$ cat config.mk
export PLATFORM = sky130hd
export DESIGN_NAME = ho_uart_frame_sequencer
export DESIGN_NICKNAME = d
export VERILOG_FILES = /design/src/rtl/ho_uart_frame_sequencer.sv
export SDC_FILE = /design/constraint.sdc
export NUM_CORES = 2
export LEC_CHECK = 0
export ABC_AREA = 1
export CAP_MARGIN = 20
export CORE_AREA = 2 2 269 271
export CTS_CLUSTER_DIAMETER = 100
export CTS_CLUSTER_SIZE = 25
export DETAILED_ROUTE_END_ITERATION = 12
export DIE_AREA = 0 0 271 273
export HOLD_SLACK_MARGIN = 0.15
export RECOVER_POWER = 50
export SYNTH_ARGS = -nofsm -noshare
export SYNTH_HDL_FRONTEND = slang
export SYNTH_SLANG_ARGS = --single-unit
$ cat constraint.sdc
create_clock -name CLK -period 3.17 [get_ports CLK]
set_clock_uncertainty 0.2 [all_clocks]
set_input_delay 0.634 -clock CLK [delete_from_list [all_inputs] [get_ports CLK]]
set_output_delay 0.634 -clock CLK [all_outputs]
set_load 0.03 [all_outputs]
$ cat src/rtl/ho_uart_frame_sequencer.sv
// ho_uart_frame_sequencer: assembles received UART bytes into a core load bus, starts the core, streams its result back
//
// Ports:
//   CLK, RSTn                          clock; synchronous active-low reset
//   en, rx_valid, rx_data              receiver byte strobe/data, gated by en while loading
//   keep_prefix                        sampled on the first byte of a frame: retain the previous prefix bytes
//   load_bus, core_start               assembled frame (first byte in the MSBs) and one-cycle core start
//   core_done, core_result             core result strobe and data
//   tx_start, tx_data, tx_busy         UART transmitter handshake
//   busy                               high whenever not loading
//   done, timeout_err, rx_drop         one-cycle status pulses
module ho_uart_frame_sequencer #(
    parameter int IN_BYTES       = 66,
    parameter int OUT_BYTES      = 16,
    parameter int PREFIX_BYTES   = 16,
    parameter int TIMEOUT_CYCLES = 1000000
) (
    input  logic                   CLK,
    input  logic                   RSTn,
    input  logic                   en,
    input  logic                   rx_valid,
    input  logic [7:0]             rx_data,
    input  logic                   keep_prefix,
    output logic [8*IN_BYTES-1:0]  load_bus,
    output logic                   core_start,
    input  logic                   core_done,
    input  logic [8*OUT_BYTES-1:0] core_result,
    output logic                   tx_start,
    output logic [7:0]             tx_data,
    input  logic                   tx_busy,
    output logic                   busy,
    output logic                   done,
    output logic                   timeout_err,
    output logic                   rx_drop
);
    localparam int LW = 8 * IN_BYTES;
    localparam int OW = 8 * OUT_BYTES;
    localparam int CW = $clog2((IN_BYTES > OUT_BYTES ? IN_BYTES : OUT_BYTES) + 1);
    localparam int TW = TIMEOUT_CYCLES > 0 ? $clog2(TIMEOUT_CYCLES + 1) : 1;
    // Bits that shift when the prefix is retained; the prefix bytes above them stay put.
    localparam logic [LW-1:0] LOW_MASK = ~({LW{1'b1}} << (8 * (IN_BYTES - PREFIX_BYTES)));

    typedef enum logic [2:0] {LOAD, START, WAIT, TX_SEND, TX_ACK, TX_DRAIN, FIN} state_t;

    state_t        state, state_n;
    logic [CW-1:0] cnt, cnt_n, cnt_inc;
    logic [TW-1:0] timer, timer_n;
    logic          keep_q, keep_n, keep_now, prefix_valid, prefix_valid_n;
    logic          tx_start_n, timeout_n, sent_last;
    logic [7:0]    tx_data_n;
    logic [LW-1:0] load_bus_n, shifted;
    logic [OW-1:0] shift, shift_n, src;

    always_comb begin
        state_n        = state;
        cnt_n          = cnt;
        timer_n        = '0;
        keep_n         = keep_q;
        prefix_valid_n = prefix_valid;
        load_bus_n     = load_bus;
        shift_n        = shift;
        tx_start_n     = tx_start;
        tx_data_n      = tx_data;
        timeout_n      = 1'b0;
        // A zero count marks frame start (after one byte the count is always at least 1),
        // so the prefix decision is made there and latched for the rest of the frame.
        keep_now       = (cnt == '0) ? keep_prefix && prefix_valid : keep_q;
        cnt_inc        = ((cnt == '0 && keep_now) ? CW'(PREFIX_BYTES) : cnt) + CW'(1);
        shifted        = {load_bus[LW-9:0], rx_data};
        sent_last      = cnt + CW'(1) == CW'(OUT_BYTES);
        src            = (state == WAIT) ? core_result : shift;
        case (state)
            LOAD: if (rx_valid && en) begin
                keep_n     = keep_now;
                load_bus_n = keep_now ? (load_bus & ~LOW_MASK) | (shifted & LOW_MASK) : shifted;
                state_n    = (cnt_inc == CW'(IN_BYTES)) ? START : LOAD;
                cnt_n      = (cnt_inc == CW'(IN_BYTES)) ? '0 : cnt_inc;
            end else if (TIMEOUT_CYCLES > 0 && cnt != '0) begin
                timeout_n = timer == TW'(TIMEOUT_CYCLES - 1);
                timer_n   = timeout_n ? '0 : timer + TW'(1);
                cnt_n     = timeout_n ? '0 : cnt;
            end
            START: state_n = WAIT;
            WAIT: if (core_done) begin
                shift_n = core_result;
                state_n = TX_SEND;
            end
            TX_ACK: if (tx_busy) begin
                tx_start_n = 1'b0;
                cnt_n      = sent_last ? '0 : cnt + CW'(1);
                state_n    = sent_last ? TX_DRAIN : TX_SEND;
            end
            TX_DRAIN: if (!tx_busy) state_n = FIN;
            FIN: begin
                state_n        = LOAD;
                prefix_valid_n = 1'b1;
                cnt_n          = '0;
            end
            default: ;
        endcase
        // Launch a byte straight from WAIT when the transmitter is idle so the first
        // tx_start follows core_done by one cycle with a registered output.
        if (((state == WAIT && core_done) || state == TX_SEND) && !tx_busy) begin
            tx_start_n = 1'b1;
            tx_data_n  = src[OW-1 -: 8];
            shift_n    = (src << 8) | (src >> (OW - 8));
            state_n    = TX_ACK;
        end
    end

    always_ff @(posedge CLK) begin
        if (!RSTn) begin
            state        <= LOAD;
            cnt          <= '0;
            timer        <= '0;
            keep_q       <= 1'b0;
            prefix_valid <= 1'b0;
            shift        <= '0;
            load_bus     <= '0;
            core_start   <= 1'b0;
            tx_start     <= 1'b0;
            tx_data      <= '0;
            busy         <= 1'b0;
            done         <= 1'b0;
            timeout_err  <= 1'b0;
            rx_drop      <= 1'b0;
        end else begin
            state        <= state_n;
            cnt          <= cnt_n;
            timer        <= timer_n;
            keep_q       <= keep_n;
            prefix_valid <= prefix_valid_n;
            shift        <= shift_n;
            load_bus     <= load_bus_n;
            core_start   <= state_n == START;
            tx_start     <= tx_start_n;
            tx_data      <= tx_data_n;
            busy         <= state_n != LOAD;
            done         <= state_n == FIN;
            timeout_err  <= timeout_n;
            rx_drop      <= rx_valid && state != LOAD;
        end
    end
endmodule

# [Word-level counts from Yosys, hierarchy flattened]
# Cells that the tools add are included.
[classes] eq_ne=14 add_sub_neg=3 n_bitwise=5 n_mux=25 reduce_logical=24
[ops] operator="2-to-1 mux 528 bit" n=1
[ops] operator="bitwise OR 528 x 400 -> 528 bit" n=1
[ops] operator="2-to-1 mux 128 bit" n=4
[ops] operator="bitwise OR 128 x 8 -> 128 bit" n=1
[ops] operator="2-to-1 mux 7 bit" n=7
[ops] operator="one-hot mux 7 bit (3 select lines)" n=1
[ops] operator="adder 20 x 1 -> 20 bit, second input constant" n=1
[ops] operator="== test 20 bit, second input constant" n=1
[ops] operator="2-to-1 mux 3 bit" n=6
[ops] operator="one-hot mux 3 bit (6 select lines)" n=1
[ops] operator="adder 7 x 1 -> 7 bit, second input constant" n=2
[ops] operator="== test 3 bit, second input constant" n=4
[ops] operator="nonzero test 3 bit" n=3
[ops] operator="nonzero test 2 bit" n=4
[ops] operator="== test 7 x 5 -> 1 bit, second input constant" n=1
[ops] operator="== test 7 bit, second input constant" n=1
[ops] operator="logical NOT 7 bit" n=1
[ops] operator="nonzero test 7 bit" n=1
[ops] operator="== test 3 x 1 -> 1 bit, second input constant" n=2
[ops] operator="== test 3 x 2 -> 1 bit, second input constant" n=2
[ops] operator="logical AND 1 bit" n=6
[ops] operator="!= test 3 bit, second input constant" n=2
[ops] operator="AND reduction 2 bit" n=3
[ops] operator="2-to-1 mux 1 bit" n=5
[ops] operator="8 further kinds" n=10
[totals] output_inout_bits=542 regBits=702 word_cells=85 input_bits=143

# [Depth between registers and ports, before layout]
[depth] ltp_word=11 depth_mapped=17

# [Worst setup path before layout]
# OpenSTA, ideal clock, no wires.
[synth_path] path_type="input to register" from="in keep_prefix" to="reg cnt[6]" stages=14 n_path_buf=0 path_slack_ps=946 arrival_ps=1903 required_ps=2849 path_cell_list="nand2_1 > inv_1 > nand4_2 > inv_1 > nor2_1 > ha_1 > xnor2_1 > nand2_1 > nor2_1 > nand3_1 > nand2_1 > nand2_1 > nand2_1 > a21oi_1"
[synth_between] elab_chain_cells=9
[synth_rtl] item="start, declared" line_no="23" rtl="input logic keep_prefix,"
[synth_rtl] item="logical AND 1 bit (*)" line_no="67" rtl="keep_now = (cnt == '0) ? keep_prefix && prefix_valid : keep_q;"
[synth_rtl] item="2-to-1 mux 1 bit (*)" line_no="67"
[synth_rtl] item="logical AND 1 bit (*)" line_no="68" rtl="cnt_inc = ((cnt == '0 && keep_now) ? CW'(PREFIX_BYTES) : cnt) + CW'(1);"
[synth_rtl] item="2-to-1 mux 7 bit (*)" line_no="68"
[synth_rtl] item="adder 7 x 1 -> 7 bit (*)" line_no="68"
[synth_rtl] item="== test 7 bit" line_no="77" rtl="cnt_n = (cnt_inc == CW'(IN_BYTES)) ? '0 : cnt_inc;"
[synth_rtl] item="2-to-1 mux 7 bit (*)" line_no="77"
[synth_rtl] item="2-to-1 mux 7 bit (*)" line_no="73" rtl="LOAD: if (rx_valid && en) begin"
[synth_rtl] item="one-hot mux 7 bit (3 select lines) (*)" line_no="72" rtl="case (state)"
[synth_rtl] item="end signal, assigned" line_no="129" rtl="cnt <= cnt_n;"
[synth_rtl] item="end, declared" line_no="46" rtl="logic [CW-1:0] cnt, cnt_n, cnt_inc;"
# Mark *: on every way between the ends. The rest lies on a longest branch, timed or not.
# A chain may end at the register's enable or synchronous reset.

# [Worst setup path after layout]
[layout_path] from="in core_done" to="reg shift[121]"
[layout_between] elab_chain_cells=5 word_cells_on_any_way=7 cone_classes="mux: 1; reduce/logical: 6"
[layout_rtl] item="start, declared" line_no="26" rtl="input logic core_done,"
[layout_rtl] item="logical AND 1 bit" line_no="103" rtl="if (((state == WAIT && core_done) || state == TX_SEND) && !tx_busy) begin"
[layout_rtl] item="logical OR 1 bit" line_no="103"
[layout_rtl] item="logical AND 1 bit" line_no="103"
[layout_rtl] item="nonzero test 2 bit (no line)"
[layout_rtl] item="AND reduction 2 bit (no line)"
[layout_rtl] item="end signal, assigned" line_no="133" rtl="shift <= shift_n;"
[layout_rtl] item="end, declared" line_no="52" rtl="logic [OW-1:0] shift, shift_n, src;"
# Parallel ways exist; a longest one is shown, timed or not.

==> summary.md <==
| Metric | Value |
|---|---|
| FP Rows | `98` |
| Kind of cell adding the most delay to the critical path | `buffers and inverters` |
| Number of max-cap violations | `0` |
| GRT Overall Usage | `0.244` |
| Post-synth EDFFs | `0` |
| Hold Startpoint | `load_bus[525]` |
| NumNets Final | `4258` |
| Placed cells | `5021` |
| Startpoint types | `input pin` |
| Num Clock Sinks | `702` |
| Total CTS buffers | `36` |
| Largest net degree at the start of global routing | `239` |
| Vias | `25.5k` |
| Kind of critical path | `input pin to register` |
| DRC viols | `0` |
| Horiz. Die Dim | `271 microns` |
| Maximum clock insertion buffer count | `3` |
| Via density | `5.03` |
| Synthesized cell area | `0.0272 sq mm` |
| Reg2Reg Depth | `9` |
| 1st-iter DRT viols | `2304` |
| Asr flop ratio synth | `0` |
| Antenna Violating Nets Remaining | `0` |
| Htree depth | `2` |
| WHS Path Cells | `2` |
| Top Ports | `685` |
| Most used flip-flop cell after synthesis | `dfxtp_1` |
| Starting Density | `0.384` |
| Die ar. | `0.0740 sq mm` |
| Avg Cell Area, Syn | `7.49 sq um` |
| Clock transition at path regs | `0.10 ns` |
| Crit Path Max Fanout | `92` |
| CP Depth | `8` |
| Post-synthesis sequential area ratio | `0.516` |
| Hold crit path type | `register to register` |
| Yosys top cell area share | `0.516` |
| RSZ-0062 raised after global routing | `no` |
| Critical path buffers and inverters | `3` |
| Most common cell after layout, fill and taps aside | `nor2_1` |
| Most frequent cells in the layout | `nor2_1 (989), o21ai_0 (873), dfxtp_1 (701)` |
| Final RePlAce weighted congestion | `0.859` |
| Synth warn | `0` |
| Die height | `273 microns` |
| Hold WS | `0.247 ns` |
| Post-CTS sizing | `0` |
| Routed length per instance | `18.8 microns` |
| IO Port Bufs | `684` |
| Reg2reg start | `state[0]` |
| Synthesis-stage register bit count | `702` |
| Final Util | `0.501` |
| Leak | `14.1 nW` |
| Core area | `0.0710 sq mm` |
| Slew headroom | `0.112` |
| Final Instance Count excl. Fillers | `5075` |
| Data arrival time of the critical path | `3.08 ns` |
| Share of layout cells above drive strength 1 | `0.0240` |
| Status | `finished clean` |
| Max-slew violations | `0` |
| Clk Latency, worst-skew pair | `0.58 ns` |
| Mapped Nets | `3787` |
| Crit-path slowest cell | `nor4_1` |
| Worst VDD drop | `0.523 mV` |
| Worst slew pin tran | `1.33 ns` |
| Top cells by area, synth | `dfxtp_1 (52%), o21ai_0 (15%), nor2_1 (14%)` |
| CTS tree | `built` |
| Final hold viol count | `0` |
| First-pass GRT wire length | `144 mm` |
| PD cells | `572 mW/mm^2` |
| Element type at the critical path end | `register` |
| Fin crit share | `0.878` |
| Netlist cell types | `35` |
| Fmax | `0.359 GHz` |
| Tmin final | `2.78 ns` |
| Gr ovfl total | `0` |
| Final HPWL DP | `63.7 mm` |
| CP cell instances | `clkdlybuf4s50_1, nor2_1, nor4_1, inv_6, buf_4, nor2_1, o21ai_0, a21oi_1` |
| Area delta synth->final | `30.7%` |
| Critical Path Start | `core_done` |
| Setup TNS | `0 ns` |
| Drt pass-1 iters | `5` |
| Initial antenna violation count | `5` |
| Final setup fails | `0` |
| Cts hold-fix bufs | `1` |
| Tot Pwr | `0.0204 W` |
| CP required | `3.47 ns` |
| Max incr delay on CP | `0.68 ns` |
| Synth Instances | `3639` |
| Most used cell, CP | `nor2_1` |
| Area leader, netlist | `dfxtp_1` |
| Clock root cell | `clkbuf_16` |
| Vias in the first global route | `23.6k` |
| Post-CTS setup buffers | `0` |
| Drt total wl | `95.4 mm` |
report_power, final:
| part | total, W | internal, W | switching, W |
|---|---|---|---|
| Combinational | 0.00485 | 0.00177 | 0.00309 |
| Clock | 0.00530 | 0.00222 | 0.00308 |
| Sequential | 0.0102 | 0.00960 | 0.000611 |
| Total | 0.0204 | 0.0136 | 0.00678 |
cells in the mapped netlist, types with 2 or more instances:
cell	instances
inv_1	174
dfxtp_1	702
buf_1	2
ha_1	5
o21a_1	2
nand2_1	76
nand4_1	11
inv_2	5
nor3b_1	2
o21ai_0	838
nor2_1	988
a31oi_1	3
o22ai_1	2
buf_2	95
o21ai_1	81
xnor2_1	3
buf_6	10
clkbuf_1	178
nor2_2	6
a21oi_1	277
nand3_1	15
xor2_1	9
buf_4	10
nor3_1	134
metrics by stage:
step	area [sq um]	setup slack, ns
after floorplan	27200	0.946
after global placement	34600	0.295
after detailed placement	34600	0.305
after CTS	35700	0.374
after global routing	35600	0.204
final	35600	0.387
worst paths after layout:
path / end / slack, ns
hold reg to reg: load_bus[525] / 0.25
hold / removal: load_bus[525] / 0.25
setup reg to reg: load_bus[149] / 0.41
setup / recovery: shift[121] / 0.39
kinds of logic (layout without fill, tap and decap cells):
logic type               Yosys count  after routing  share of synthesized area
buffers and inverters            475            955                     0.0740
flip-flops                       702            702                      0.516
XOR/XNOR                          12             12                    0.00386
AO/OA/AOI/OAI                   1205           1205                      0.222
AND/OR/NAND/NOR                 1240           1240                      0.182
adder cells (fa/ha/maj)            5              5                    0.00230
other                              0              6                          0
sequential cells by signal, summed over array words and instances (netlist names):
name          cells
timeout_err       1
load_bus        528
tx_data           8
rx_drop           1
keep_q            1
busy              1
shift           128
prefix_valid      1
cnt               7
done              1
core_start        1
state             3
tx_start          1
timer            20
cell type report:
cell class,instances,area [sq um]
clock buffers,37,905
flip-flops and latches,702,14100
well taps,950,1190
clock inverters,10,141
fillers,6771,35400
diodes,6,15.0
multi-input cells,2462,11200
inverters,179,682
repair buffers,729,7440
per-layer routing:
metal | GRT usage | wire length [microns]
met5 | 0 | 0
met3 | 0.0706 | 7480
met1 | 0.312 | 40500
met2 | 0.400 | 45000
met4 | 0.0648 | 2390
worst reg2reg max path, delay by kind of cell, from the launching register on:
kind          cells  cell delay [ns]
simple gates      5             0.44
buf+inv           4             1.57
flops             1             0.47
Power figures use the tool's default switching activity.
